[config.mk]
export PLATFORM = sky130hd
export DESIGN_NAME = iris_layer_sequencer_flat
export DESIGN_NICKNAME = d
export VERILOG_FILES = /design/src/rtl/iris_layer_sequencer_pkg.sv /design/src/rtl/iris_layer_sequencer_if.sv /design/src/rtl/iris_layer_sequencer_argmax.sv /design/src/rtl/iris_layer_sequencer.sv /design/src/flat_wrapper.sv
export SDC_FILE = /design/constraint.sdc
export NUM_CORES = 1
export LEC_CHECK = 0
export ABC_AREA = 1
export BUFFER_PORTS_ARGS = -buffer_cell sky130_fd_sc_hd__clkbuf_2
export CORE_ASPECT_RATIO = 1.1
export CORE_MARGIN = 5
export CORE_UTILIZATION = 50
export DETAILED_ROUTE_END_ITERATION = 10
export PLACE_DENSITY_LB_ADDON = 0.05
export SLEW_MARGIN = 20
export SYNTH_ARGS = -nofsm -noshare
export SYNTH_HDL_FRONTEND = slang
export SYNTH_SLANG_ARGS = --single-unit
export TNS_END_PERCENT = 100
[constraint.sdc]
create_clock -name clk -period 5.2 [get_ports clk]
set_clock_uncertainty 0.15 [all_clocks]
set_input_delay 0.26 -clock clk [delete_from_list [all_inputs] [get_ports clk]]
set_output_delay 0.26 -clock clk [all_outputs]
set_load 0.005 [all_outputs]
[src/rtl/iris_layer_sequencer_pkg.sv]
// Shared types and constants for the Iris layer sequencer.
package iris_seq_pkg;

  typedef enum logic [2:0] {
    ST_IDLE    = 3'd0,
    ST_RUN     = 3'd1,
    ST_WAIT    = 3'd2,
    ST_CAPTURE = 3'd3,
    ST_ARGMAX  = 3'd4,
    ST_OUT     = 3'd5
  } seq_state_t;

  localparam int NEURON_LATENCY_DEF = 7;
  localparam int N_CLASSES_DEF      = 3;
  localparam int CLASS_W            = $clog2(N_CLASSES_DEF);

  // Index width that never collapses to zero bits for single-entry ranges.
  function automatic int width_of(input int n);
    return (n > 1) ? $clog2(n) : 1;
  endfunction

endpackage

[src/rtl/iris_layer_sequencer_if.sv]
// Sample-in / class-out valid-ready bundle between host and sequencer.
interface iris_layer_sequencer_if
  import iris_seq_pkg::*;
#(
  parameter int DATA_WIDTH = 8,
  parameter int N_FEATURES = 4,
  parameter int N_CLASSES  = N_CLASSES_DEF
);
  localparam int ID_W = width_of(N_CLASSES);

  logic                               in_valid;
  logic                               in_ready;
  logic [N_FEATURES*DATA_WIDTH-1:0]   in_x;
  logic                               class_valid;
  logic                               class_ready;
  logic [ID_W-1:0]                    class_id;
  logic signed [DATA_WIDTH-1:0]       class_score;

  modport master (
    output in_valid, in_x, class_ready,
    input  in_ready, class_valid, class_id, class_score
  );

  modport slave (
    input  in_valid, in_x, class_ready,
    output in_ready, class_valid, class_id, class_score
  );
endinterface

[src/rtl/iris_layer_sequencer_argmax.sv]
// Signed argmax over the captured output-layer scores; lowest index wins ties.
module iris_argmax
  import iris_seq_pkg::*;
#(
  parameter int DATA_WIDTH = 8,
  parameter int N_CLASSES  = N_CLASSES_DEF,
  parameter int ID_W       = width_of(N_CLASSES)
) (
  input  logic                              clk,
  input  logic                              rst,
  input  logic                              en,
  input  logic [N_CLASSES*DATA_WIDTH-1:0]   scores,
  output logic [ID_W-1:0]                   class_id,
  output logic signed [DATA_WIDTH-1:0]      class_score
);
  logic [ID_W-1:0]              best_id;
  logic signed [DATA_WIDTH-1:0] best_score;
  logic signed [DATA_WIDTH-1:0] cand;
  logic [ID_W-1:0]              class_id_q, class_id_d;
  logic signed [DATA_WIDTH-1:0] class_score_q, class_score_d;

  // Strict greater-than keeps the earlier index on equal scores.
  always_comb begin
    best_id    = '0;
    best_score = $signed(scores[DATA_WIDTH-1:0]);
    cand       = '0;
    for (int i = 1; i < N_CLASSES; i++) begin
      cand = $signed(scores[i*DATA_WIDTH +: DATA_WIDTH]);
      if (cand > best_score) begin
        best_score = cand;
        best_id    = ID_W'(i);
      end
    end
  end

  always_comb begin
    class_id_d    = class_id_q;
    class_score_d = class_score_q;
    if (en) begin
      class_id_d    = best_id;
      class_score_d = best_score;
    end
  end

  always_ff @(posedge clk) begin
    if (rst) begin
      class_id_q    <= '0;
      class_score_q <= '0;
    end else begin
      class_id_q    <= class_id_d;
      class_score_q <= class_score_d;
    end
  end

  assign class_id    = class_id_q;
  assign class_score = class_score_q;
endmodule

[src/rtl/iris_layer_sequencer.sv]
// Fires the Iris neuron layers in order, then argmaxes the output layer.
// Optional `IRIS_SEQ_INFER_CNT_EN adds a 16-bit completed-result counter.
module iris_layer_sequencer
  import iris_seq_pkg::*;
#(
  parameter int DATA_WIDTH     = 8,
  parameter int N_FEATURES     = 4,
  parameter int N_LAYERS       = 3,
  parameter int N_CLASSES      = N_CLASSES_DEF,
  parameter int NEURON_LATENCY = NEURON_LATENCY_DEF
) (
  input  logic                              clk,
  input  logic                              rst,
  input  logic                              abort,
  iris_layer_sequencer_if.slave             bus,
  output logic [N_FEATURES*DATA_WIDTH-1:0]  x_hold,
  output logic [N_LAYERS-1:0]               layer_run,
  output logic                              neuron_rst,
  input  logic [N_CLASSES*DATA_WIDTH-1:0]   out_y,
  output logic                              busy
`ifdef IRIS_SEQ_INFER_CNT_EN
  , output logic [15:0]                     infer_cnt
`endif
);
  localparam int ID_W = width_of(N_CLASSES);
  localparam int KW   = width_of(N_LAYERS);
  localparam int CW   = width_of(NEURON_LATENCY);

  localparam logic [2:0] S_IDLE    = ST_IDLE;
  localparam logic [2:0] S_RUN     = ST_RUN;
  localparam logic [2:0] S_WAIT    = ST_WAIT;
  localparam logic [2:0] S_CAPTURE = ST_CAPTURE;
  localparam logic [2:0] S_ARGMAX  = ST_ARGMAX;
  localparam logic [2:0] S_OUT     = ST_OUT;

  localparam logic [KW-1:0] K_LAST   = KW'(N_LAYERS - 1);
  localparam logic [CW-1:0] CNT_LOAD = CW'(NEURON_LATENCY - 1);

  logic [2:0]                       state_q, state_d;
  logic [KW-1:0]                    k_q, k_d;
  logic [CW-1:0]                    cnt_q, cnt_d;
  logic [N_FEATURES*DATA_WIDTH-1:0] x_hold_q, x_hold_d;
  logic [N_CLASSES*DATA_WIDTH-1:0]  score_q, score_d;
  logic                             neuron_rst_q, neuron_rst_d;
  logic                             in_ready, accept, class_valid;
  logic [ID_W-1:0]                  class_id_w;
  logic signed [DATA_WIDTH-1:0]     class_score_w;

  // Ready stays low while the neurons are being reset so no sample races them.
  assign in_ready    = (state_q == S_IDLE) & ~neuron_rst_q & ~abort & ~rst;
  assign accept      = bus.in_valid & in_ready;
  assign class_valid = (state_q == S_OUT) & ~rst;

  always_comb begin
    state_d      = state_q;
    k_d          = k_q;
    cnt_d        = cnt_q;
    x_hold_d     = x_hold_q;
    score_d      = score_q;
    neuron_rst_d = rst | abort;
    case (state_q)
      S_IDLE: begin
        if (accept) begin
          x_hold_d = bus.in_x;
          k_d      = '0;
          state_d  = S_RUN;
        end
      end
      S_RUN: begin
        cnt_d   = CNT_LOAD;
        state_d = S_WAIT;
      end
      S_WAIT: begin
        cnt_d = cnt_q - 1'b1;
        if (cnt_q == CW'(1)) begin
          if (k_q < K_LAST) begin
            k_d     = k_q + 1'b1;
            state_d = S_RUN;
          end else begin
            state_d = S_CAPTURE;
          end
        end
      end
      S_CAPTURE: begin
        score_d = out_y;
        state_d = S_ARGMAX;
      end
      S_ARGMAX: state_d = S_OUT;
      S_OUT: begin
        if (bus.class_ready) state_d = S_IDLE;
      end
      default: state_d = S_IDLE;
    endcase
    if (abort) state_d = S_IDLE;
  end

  always_ff @(posedge clk) begin
    if (rst) begin
      state_q  <= S_IDLE;
      k_q      <= '0;
      cnt_q    <= '0;
      x_hold_q <= '0;
    end else begin
      state_q  <= state_d;
      k_q      <= k_d;
      cnt_q    <= cnt_d;
      x_hold_q <= x_hold_d;
    end
    neuron_rst_q <= neuron_rst_d;
    score_q      <= score_d;
  end

  iris_argmax #(
    .DATA_WIDTH (DATA_WIDTH),
    .N_CLASSES  (N_CLASSES),
    .ID_W       (ID_W)
  ) u_argmax (
    .clk         (clk),
    .rst         (rst),
    .en          (state_q == S_ARGMAX),
    .scores      (score_q),
    .class_id    (class_id_w),
    .class_score (class_score_w)
  );

  assign bus.in_ready    = in_ready;
  assign bus.class_valid = class_valid;
  assign bus.class_id    = class_id_w;
  assign bus.class_score = class_score_w;
  assign x_hold          = x_hold_q;
  assign neuron_rst      = neuron_rst_q;
  assign busy            = (state_q != S_IDLE) & ~rst;
  assign layer_run       = ((state_q == S_RUN) & ~rst) ? (N_LAYERS'(1) << k_q) : '0;

`ifdef IRIS_SEQ_INFER_CNT_EN
  logic [15:0] infer_cnt_q, infer_cnt_d;

  always_comb infer_cnt_d = infer_cnt_q + 16'(class_valid & bus.class_ready);

  always_ff @(posedge clk) begin
    if (rst) infer_cnt_q <= '0;
    else     infer_cnt_q <= infer_cnt_d;
  end

  assign infer_cnt = infer_cnt_q;
`endif
endmodule
[src/flat_wrapper.sv]
// flat-port wrapper written by rule: the top's interface ports become plain ports
module iris_layer_sequencer_flat import iris_seq_pkg::*;
#(
  parameter int DATA_WIDTH     = 8,
  parameter int N_FEATURES     = 4,
  parameter int N_LAYERS       = 3,
  parameter int N_CLASSES      = N_CLASSES_DEF,
  parameter int NEURON_LATENCY = NEURON_LATENCY_DEF
)
  (clk, rst, abort, x_hold, layer_run, neuron_rst, out_y, busy, bus_in_valid, bus_in_x, bus_class_ready, bus_in_ready, bus_class_valid, bus_class_id, bus_class_score);
  iris_layer_sequencer_if #(.DATA_WIDTH(DATA_WIDTH), .N_FEATURES(N_FEATURES), .N_CLASSES(N_CLASSES)) bus_i ();
  input  logic clk;
  input  logic rst;
  input  logic abort;
  output logic [N_FEATURES*DATA_WIDTH-1:0] x_hold;
  output logic [N_LAYERS-1:0] layer_run;
  output logic neuron_rst;
  input  logic [N_CLASSES*DATA_WIDTH-1:0] out_y;
  output logic busy;
  input wire logic [$bits(bus_i.in_valid)-1:0] bus_in_valid;
  input wire logic [$bits(bus_i.in_x)-1:0] bus_in_x;
  input wire logic [$bits(bus_i.class_ready)-1:0] bus_class_ready;
  output wire logic [$bits(bus_i.in_ready)-1:0] bus_in_ready;
  output wire logic [$bits(bus_i.class_valid)-1:0] bus_class_valid;
  output wire logic [$bits(bus_i.class_id)-1:0] bus_class_id;
  output wire logic [$bits(bus_i.class_score)-1:0] bus_class_score;
  assign bus_i.in_valid = bus_in_valid;
  assign bus_i.in_x = bus_in_x;
  assign bus_i.class_ready = bus_class_ready;
  assign bus_in_ready = bus_i.in_ready;
  assign bus_class_valid = bus_i.class_valid;
  assign bus_class_id = bus_i.class_id;
  assign bus_class_score = bus_i.class_score;
  iris_layer_sequencer #(.DATA_WIDTH(DATA_WIDTH), .N_FEATURES(N_FEATURES), .N_LAYERS(N_LAYERS), .N_CLASSES(N_CLASSES), .NEURON_LATENCY(NEURON_LATENCY)) u_core (.clk(clk), .rst(rst), .abort(abort), .bus(bus_i), .x_hold(x_hold), .layer_run(layer_run), .neuron_rst(neuron_rst), .out_y(out_y), .busy(busy));
endmodule
==> Word-level counts from Yosys, hierarchy flattened <==
Cells that the tools add are included.
{ "op_classes": {"order_cmp": 3, "muxes": 15, "add_sub_neg": 2, "reduce_logical": 8, "n_eq_ne": 10, "n_shift": 1, "n_bitwise": 11} }
{ "ops": {"columns": ["cell", "count"], "rows": [
  ["3-bit one-hot mux with 6 select lines", 1],
  ["8-bit > comparator", 2],
  ["8-bit 2-to-1 mux", 2],
  ["3-bit 2-to-1 mux", 4],
  ["2-bit 2-to-1 mux", 5],
  ["1-bit bitwise AND", 7],
  ["3-bit by 1-bit equality test with 1-bit output, second input constant", 2],
  ["3-bit by 2-bit equality test with 1-bit output, second input constant", 2],
  ["3-bit equality test, second input constant", 2],
  ["2-bit by 1-bit != test with 1-bit output, second input constant", 3],
  ["3-bit one-hot mux with 2 select lines", 1],
  ["2-bit one-hot mux with 2 select lines", 1],
  ["4-bit AND reduction", 1],
  ["2-bit nonzero test", 2],
  ["3-bit logical NOT", 1],
  ["1-bit inverter", 3],
  ["3-bit AND reduction", 1],
  ["3-bit nonzero test", 1],
  ["1-bit by 2-bit << shifter with 3-bit output, first input constant", 1],
  ["3-bit by 1-bit subtractor with 3-bit output, second input constant", 1],
  ["2-bit by 1-bit adder with 2-bit output, second input constant", 1],
  ["2-bit less-than comparator, second input constant", 1],
  ["2-bit != test, second input constant", 1],
  ["2-bit AND reduction", 1],
  ["other kinds (3)", 3]
]} }
{ "word_totals": {"elab_cells": 58, "regBits": 75, "in_bits": 61, "out_inout_bits": 49} }

==> Depth between registers and ports, before layout <==
{ "logic_depth": {"ltp_word": 7, "ltp_mapped": 25, "mapped_depth_nobuf": 25} }

==> By module <==
Synthesis repeated with hierarchy kept, for this count alone.
{ "unflattened": {"cells_unflattened": 426, "area_unflattened_um2": 3557.2} }
{ "modules_own_cells": {"columns": ["mod", "cells_per_inst", "n_inst", "area_each_um2", "seq_area_each_um2"], "rows": [
  ["iris_layer_sequencer", 250, 1, 2439.8, 1541.5],
  ["iris_argmax", 176, 1, 1117.3, 200.2]
]} }

==> Worst setup path after synthesis <==
OpenSTA, ideal clock, no wires.
{ "synth_path": {"kind": "register -> register", "startpoint": "register u_core.score_q[15]", "endpoint": "register u_core.u_argmax.class_score_q[2] (netlist: u_core.u_argmax.class_score[2])", "synth_period_minus_slack_ns": 3.272, "slack_ns": 1.928, "n_path_buf": 0, "t_arrival_ns": 3.051, "t_required_ns": 4.980, "stages_incl_launch_ff": 15, "setup_time_ns": 0.070, "path_cell_list": "edfxtp_1 -> ha_1 -> a21o_1 -> nor2_1 -> nand3_1 -> nand3_1 -> nand2_1 -> and2_1 -> ha_1 -> and3_1 -> a31oi_1 -> nand2_2 -> nand3_1 -> nand2_1 -> a21oi_1"} }
{ "synth_between": {"elab_chain_len": 4} }
{ "synth_lines": {"columns": ["element", "line", "text"], "rows": [
  ["start: declaration", "iris_layer_sequencer.sv:43", "logic [N_CLASSES*DATA_WIDTH-1:0] score_q, score_d;"],
  ["start signal: assignment", "iris_layer_sequencer.sv:110", "score_q <= score_d;"],
  ["8-bit > comparator", "iris_layer_sequencer_argmax.sv:29", "if (cand > best_score) begin"],
  ["8-bit 2-to-1 mux (*)", "iris_layer_sequencer_argmax.sv:29", null],
  ["8-bit > comparator", "iris_layer_sequencer_argmax.sv:29", null],
  ["8-bit 2-to-1 mux (*)", "iris_layer_sequencer_argmax.sv:29", null],
  ["end signal: assignment", "iris_layer_sequencer_argmax.sv:51", "class_score_q <= class_score_d;"],
  ["end: declaration", "iris_layer_sequencer_argmax.sv:20", "logic signed [DATA_WIDTH-1:0] class_score_q, class_score_d;"]
]} }
Mark *: on every way between the ends. The rest lies on a longest branch, timed or not.
A chain may end at the register's enable or synchronous reset.

==> Worst setup path after layout <==
Same ends and word-level chain as after synthesis.

==> flow_summary.html <==
<table>
<tr><th>Metric</th><th>Value</th></tr>
<tr><th colspan="2">Min path</th></tr>
<tr><td>Class of the tightest hold or removal check</td><td>input port to flop</td></tr>
<tr><th colspan="2">Finish</th></tr>
<tr><td>Antenna Diode Count</td><td>0</td></tr>
<tr><td>Multi-input gate area in the final layout</td><td>1430 sq um</td></tr>
<tr><td>Share of layout cells above drive strength 1</td><td>24.54%</td></tr>
<tr><td>Commonest cells after routing, fill and taps aside</td><td>sky130_fd_sc_hd__clkbuf_2, sky130_fd_sc_hd__nor2_1, sky130_fd_sc_hd__nand2_1</td></tr>
<tr><td>Sequential Area</td><td>1742 sq um</td></tr>
<tr><td>Leading cell type in the layout, fill and taps excluded</td><td>sky130_fd_sc_hd__clkbuf_2</td></tr>
<tr><td>Area growth, synth to finish</td><td>31.03%</td></tr>
<tr><td>Net count reported at finish</td><td>623</td></tr>
<tr><td>Number of filler instances in the final layout</td><td>587</td></tr>
<tr><th colspan="2">Global route</th></tr>
<tr><td>Aggregate global-route resource usage</td><td>19.74%</td></tr>
<tr><td>Vias in the first global route</td><td>3019</td></tr>
<tr><td>Largest net degree at the start of global routing</td><td>37</td></tr>
<tr><td>Global-route wire length before repair</td><td>13540 um</td></tr>
<tr><td>Global route overflow</td><td>0</td></tr>
<tr><td>Number of antenna violations at the first check in global routing</td><td>0</td></tr>
<tr><th colspan="2">Power and ir drop</th></tr>
<tr><td>Leak Pwr</td><td>2.086 nW</td></tr>
<tr><td>VDD IR max</td><td>0.1682 mV</td></tr>
<tr><td>Power per cell area</td><td>252.8 nW/um^2</td></tr>
<tr><td>Post-route total power</td><td>1.130 mW</td></tr>
<tr><th colspan="2">Logic synthesis</th></tr>
<tr><td>Combined area of all synthesized cells</td><td>3411 sq um</td></tr>
<tr><td>Number of distinct library cells after synthesis</td><td>30</td></tr>
<tr><td>Cell taking the most area after synthesis</td><td>sky130_fd_sc_hd__dfxtp_1</td></tr>
<tr><td>Number of synthesized flops with an enable pin</td><td>24</td></tr>
<tr><td>Fraction of registers with async set/reset</td><td>0%</td></tr>
<tr><td>Top FF cell, synth</td><td>sky130_fd_sc_hd__dfxtp_1</td></tr>
<tr><td>Instance count of the mapped netlist</td><td>408</td></tr>
<tr><td>Fraction of the yosys area taken by sequential cells</td><td>51.06%</td></tr>
<tr><td>Flop and latch count out of synthesis</td><td>75</td></tr>
<tr><td>Cell types with the largest area share after synthesis</td><td>sky130_fd_sc_hd__dfxtp_1, sky130_fd_sc_hd__edfxtp_1, sky130_fd_sc_hd__nor2_1</td></tr>
<tr><td>Net count after synthesis</td><td>490</td></tr>
<tr><td>Yosys warning total</td><td>0</td></tr>
<tr><td>Top-area cell type share of the netlist area</td><td>29.93%</td></tr>
<tr><td>Mean instance size in the synthesized netlist</td><td>8.360 sq um</td></tr>
<tr><th colspan="2">Clocking</th></tr>
<tr><td>Resize count post-CTS</td><td>0</td></tr>
<tr><td>Longest Clk Path Bufs</td><td>2</td></tr>
<tr><td>Clock insertion delay at the later pin of the skew report</td><td>0.34 ns</td></tr>
<tr><td>Clock-pin slew on the worst setup and hold paths</td><td>0.07 ns</td></tr>
<tr><td>CTS Buf Count</td><td>9</td></tr>
<tr><td>Total clock sinks</td><td>75</td></tr>
<tr><td>Number of levels in the clock H-tree</td><td>3</td></tr>
<tr><td>Cell at the root of the clock tree</td><td>sky130_fd_sc_hd__clkbuf_8</td></tr>
<tr><td>CTS tree</td><td>yes</td></tr>
<tr><th colspan="2">STA</th></tr>
<tr><td>Transition at the pin with the smallest max-transition slack</td><td>1.010 ns</td></tr>
<tr><td>Setup repair after global routing missed its margin</td><td>no</td></tr>
<tr><td>Ratio of final minimum period to clock period</td><td>74.04%</td></tr>
<tr><td>Top achievable clock speed</td><td>259.7 MHz</td></tr>
<tr><td>Number of endpoints with negative hold slack in the final report</td><td>0</td></tr>
<tr><td>Max-slew violation count</td><td>0</td></tr>
<tr><td>Max-slew headroom at the worst pin</td><td>32.60%</td></tr>
<tr><td>Post-Route Setup TNS</td><td>0 ns</td></tr>
<tr><td>Tmin final</td><td>3.850 ns</td></tr>
<tr><td>Final setup violation count</td><td>0</td></tr>
<tr><th colspan="2">Setup path</th></tr>
<tr><td>Minimum setup slack among reg-to-reg paths</td><td>1.35 ns</td></tr>
<tr><td>Data arrival at the endpoint of the critical path</td><td>3.97 ns</td></tr>
<tr><td>Critical Path Start</td><td>u_core.score_q[15]$_DFFE_PN_</td></tr>
<tr><td>Endpoint class of the critical path</td><td>flop</td></tr>
<tr><td>Critical Setup Path Class</td><td>flop to flop</td></tr>
<tr><td>Number of cell instances on the worst register-to-register path</td><td>15</td></tr>
<tr><td>Crit-path max FO</td><td>10</td></tr>
<tr><td>Worst Path Required</td><td>5.32 ns</td></tr>
<tr><td>Reg-to-reg startpoint</td><td>u_core.score_q[15]$_DFFE_PN_</td></tr>
<tr><td>Reg-to-reg endpoint</td><td>u_core.u_argmax.class_score[2]$_SDFFE_PP0P_</td></tr>
<tr><td>CP endpoint</td><td>u_core.u_argmax.class_score[2]$_SDFFE_PP0P_</td></tr>
<tr><td>Sort of element at the start of the critical path</td><td>flop</td></tr>
<tr><th colspan="2">Detailed routing</th></tr>
<tr><td>Number of iterations in the first detailed-routing pass</td><td>4</td></tr>
<tr><td>Detail Route Antenna Nets</td><td>0</td></tr>
<tr><td>Avg Vias per Cell</td><td>4.896</td></tr>
<tr><td>Number of remaining DRC errors</td><td>0</td></tr>
<tr><td>Number of DRC markers after the initial detailed-route iteration</td><td>129</td></tr>
<tr><td>WL per Instance</td><td>12.72 um</td></tr>
<tr><td>Total wire length</td><td>7989 um</td></tr>
<tr><td>Number of vias after detailed routing</td><td>3075</td></tr>
<tr><th colspan="2">Floorplanning</th></tr>
<tr><td>Standard-cell rows</td><td>31</td></tr>
<tr><td>Area of the die</td><td>8575 sq um</td></tr>
<tr><td>Initial core utilization</td><td>51.42%</td></tr>
<tr><td>Ports placed on the boundary</td><td>110</td></tr>
<tr><td>Die outline height</td><td>96.63 um</td></tr>
<tr><td>Core Box Area</td><td>6633 sq um</td></tr>
<tr><td>Horizontal extent of the die</td><td>88.75 um</td></tr>
<tr><th colspan="2">Job</th></tr>
<tr><td>Max capacitance violation total</td><td>0</td></tr>
<tr><th colspan="2">Run status</th></tr>
<tr><td>Outcome</td><td>finished, final reports clean</td></tr>
<tr><th colspan="2">Place</th></tr>
<tr><td>Count of buffers inserted at the top-level ports</td><td>109</td></tr>
<tr><td>Hpwl dp</td><td>5878 um</td></tr>
<tr><td>Routability-driven placement congestion ratio</td><td>0.9389</td></tr>
</table>
==> registers in the layout (all words and copies together), names as in the netlist <==
register                     count
u_core.u_argmax.class_score      8
u_core.state_q                   3
u_core.k_q                       2
u_core.x_hold                   32
u_core.score_q                  24
u_core.u_argmax.class_id         2
u_core.cnt_q                     3
u_core.neuron_rst                1
==> timing repair <==
item,4_1_cts,5_1_grt
hold buffers,25,0
endpoints found under the hold margin,25,0
endpoints found under the setup margin,0,0
setup buffers,0,0
==> power by group <==
group          switching [mW]  leakage, nW  internal, mW  total, mW
Clock                   0.208        0.108         0.243      0.451
Sequential            0.00342        0.628         0.609      0.612
Combinational          0.0280         1.35        0.0391     0.0670
Total                   0.239         2.09         0.891       1.13
==> final cells by class <==
cell class / count / area share [%]
Clock inverter: 2 / 0.3080
Timing Repair Buffer: 135 / 17.97
Inverter: 49 / 4.115
Clock buffer: 14 / 4.339
Tap cell: 82 / 2.296
Sequential cell: 75 / 38.97
Multi-Input combinational cell: 271 / 32.00
==> stage by stage <==
step                hold slack, ns  utilization (%)  instance area [sq um]  instances  setup WS (ns)
floorplan                   0.1791                -                   3411        408          1.928
global placement            0.2867            60.48                   4011        587          1.495
detailed placement          0.2886            60.48                   4011        587          1.393
CTS                      0.0003429            67.38                   4469        628          1.366
global route               0.03018            67.38                   4469        628         0.9031
finish                     0.01956            67.38                   4469        628          1.350
==> cell usage after synthesis, types with 2 or more instances <==
cell type                  count
sky130_fd_sc_hd__o21ai_0      36
sky130_fd_sc_hd__and2_1        7
sky130_fd_sc_hd__clkbuf_1      9
sky130_fd_sc_hd__inv_1        49
sky130_fd_sc_hd__nor3_4        2
sky130_fd_sc_hd__nand2_1      55
sky130_fd_sc_hd__nand3_1      20
sky130_fd_sc_hd__or2_2         2
sky130_fd_sc_hd__a31oi_1       2
sky130_fd_sc_hd__nor2_1       80
sky130_fd_sc_hd__a211oi_1      2
sky130_fd_sc_hd__ha_1         21
sky130_fd_sc_hd__a21oi_1      19
sky130_fd_sc_hd__nand4_1       9
sky130_fd_sc_hd__nor3_1        2
sky130_fd_sc_hd__dfxtp_1      51
sky130_fd_sc_hd__buf_2         3
sky130_fd_sc_hd__edfxtp_1     24
sky130_fd_sc_hd__nand2_2       4
==> critical path, stage by stage, from the launching register on <==
cell and delay (ns):
sky130_fd_sc_hd__edfxtp_1 0.39, sky130_fd_sc_hd__ha_1 0.33, sky130_fd_sc_hd__a21o_1 0.19, sky130_fd_sc_hd__nor2_1 0.14, sky130_fd_sc_hd__nand3_1 0.26, sky130_fd_sc_hd__nand3_1 0.35
sky130_fd_sc_hd__nand2_1 0.12, sky130_fd_sc_hd__and2_1 0.17, sky130_fd_sc_hd__ha_1 0.29, sky130_fd_sc_hd__nand2_1 0.09, sky130_fd_sc_hd__nor2_1 0.06, sky130_fd_sc_hd__a31oi_1 0.59
sky130_fd_sc_hd__nand2_2 0.29, sky130_fd_sc_hd__nand3_1 0.18, sky130_fd_sc_hd__nand2_1 0.07, sky130_fd_sc_hd__a21oi_1 0.11
==> kinds of logic after synthesis <==
family / count (synthesis) / share of synthesized area, %
compound gates: 63 / 9.795
flops: 75 / 51.06
buf+inv: 62 / 7.153
simple gates: 187 / 24.29
fa+ha+maj: 21 / 7.704
==> worst min path at each step <==
stage | endpoint | depth (start not counted) | start
after global routing | u_core.x_hold[27]$_SDFFE_PP0P_ | 3 | bus_in_x[27]
after detailed placement | u_core.score_q[20]$_DFFE_PN_ | 1 | out_y[20]
after floorplan | u_core.u_argmax.class_score[0]$_SDFFE_PP0P_ | 1 | rst
after global placement | u_core.score_q[21]$_DFFE_PN_ | 1 | out_y[21]
final | u_core.x_hold[29]$_SDFFE_PP0P_ | 3 | bus_in_x[29]
after CTS | u_core.x_hold[11]$_SDFFE_PP0P_ | 3 | bus_in_x[11]
==> layer usage <==
metal,vias to the layer above,global-route usage [%],wire length [um]
met1,1366,25.24,3514
met4,0,7.791,173
li1,1597,-,-
met5,-,0,0
met3,16,5.607,609
met2,96,31.03,3691
(Power assumes the default switching activity.)
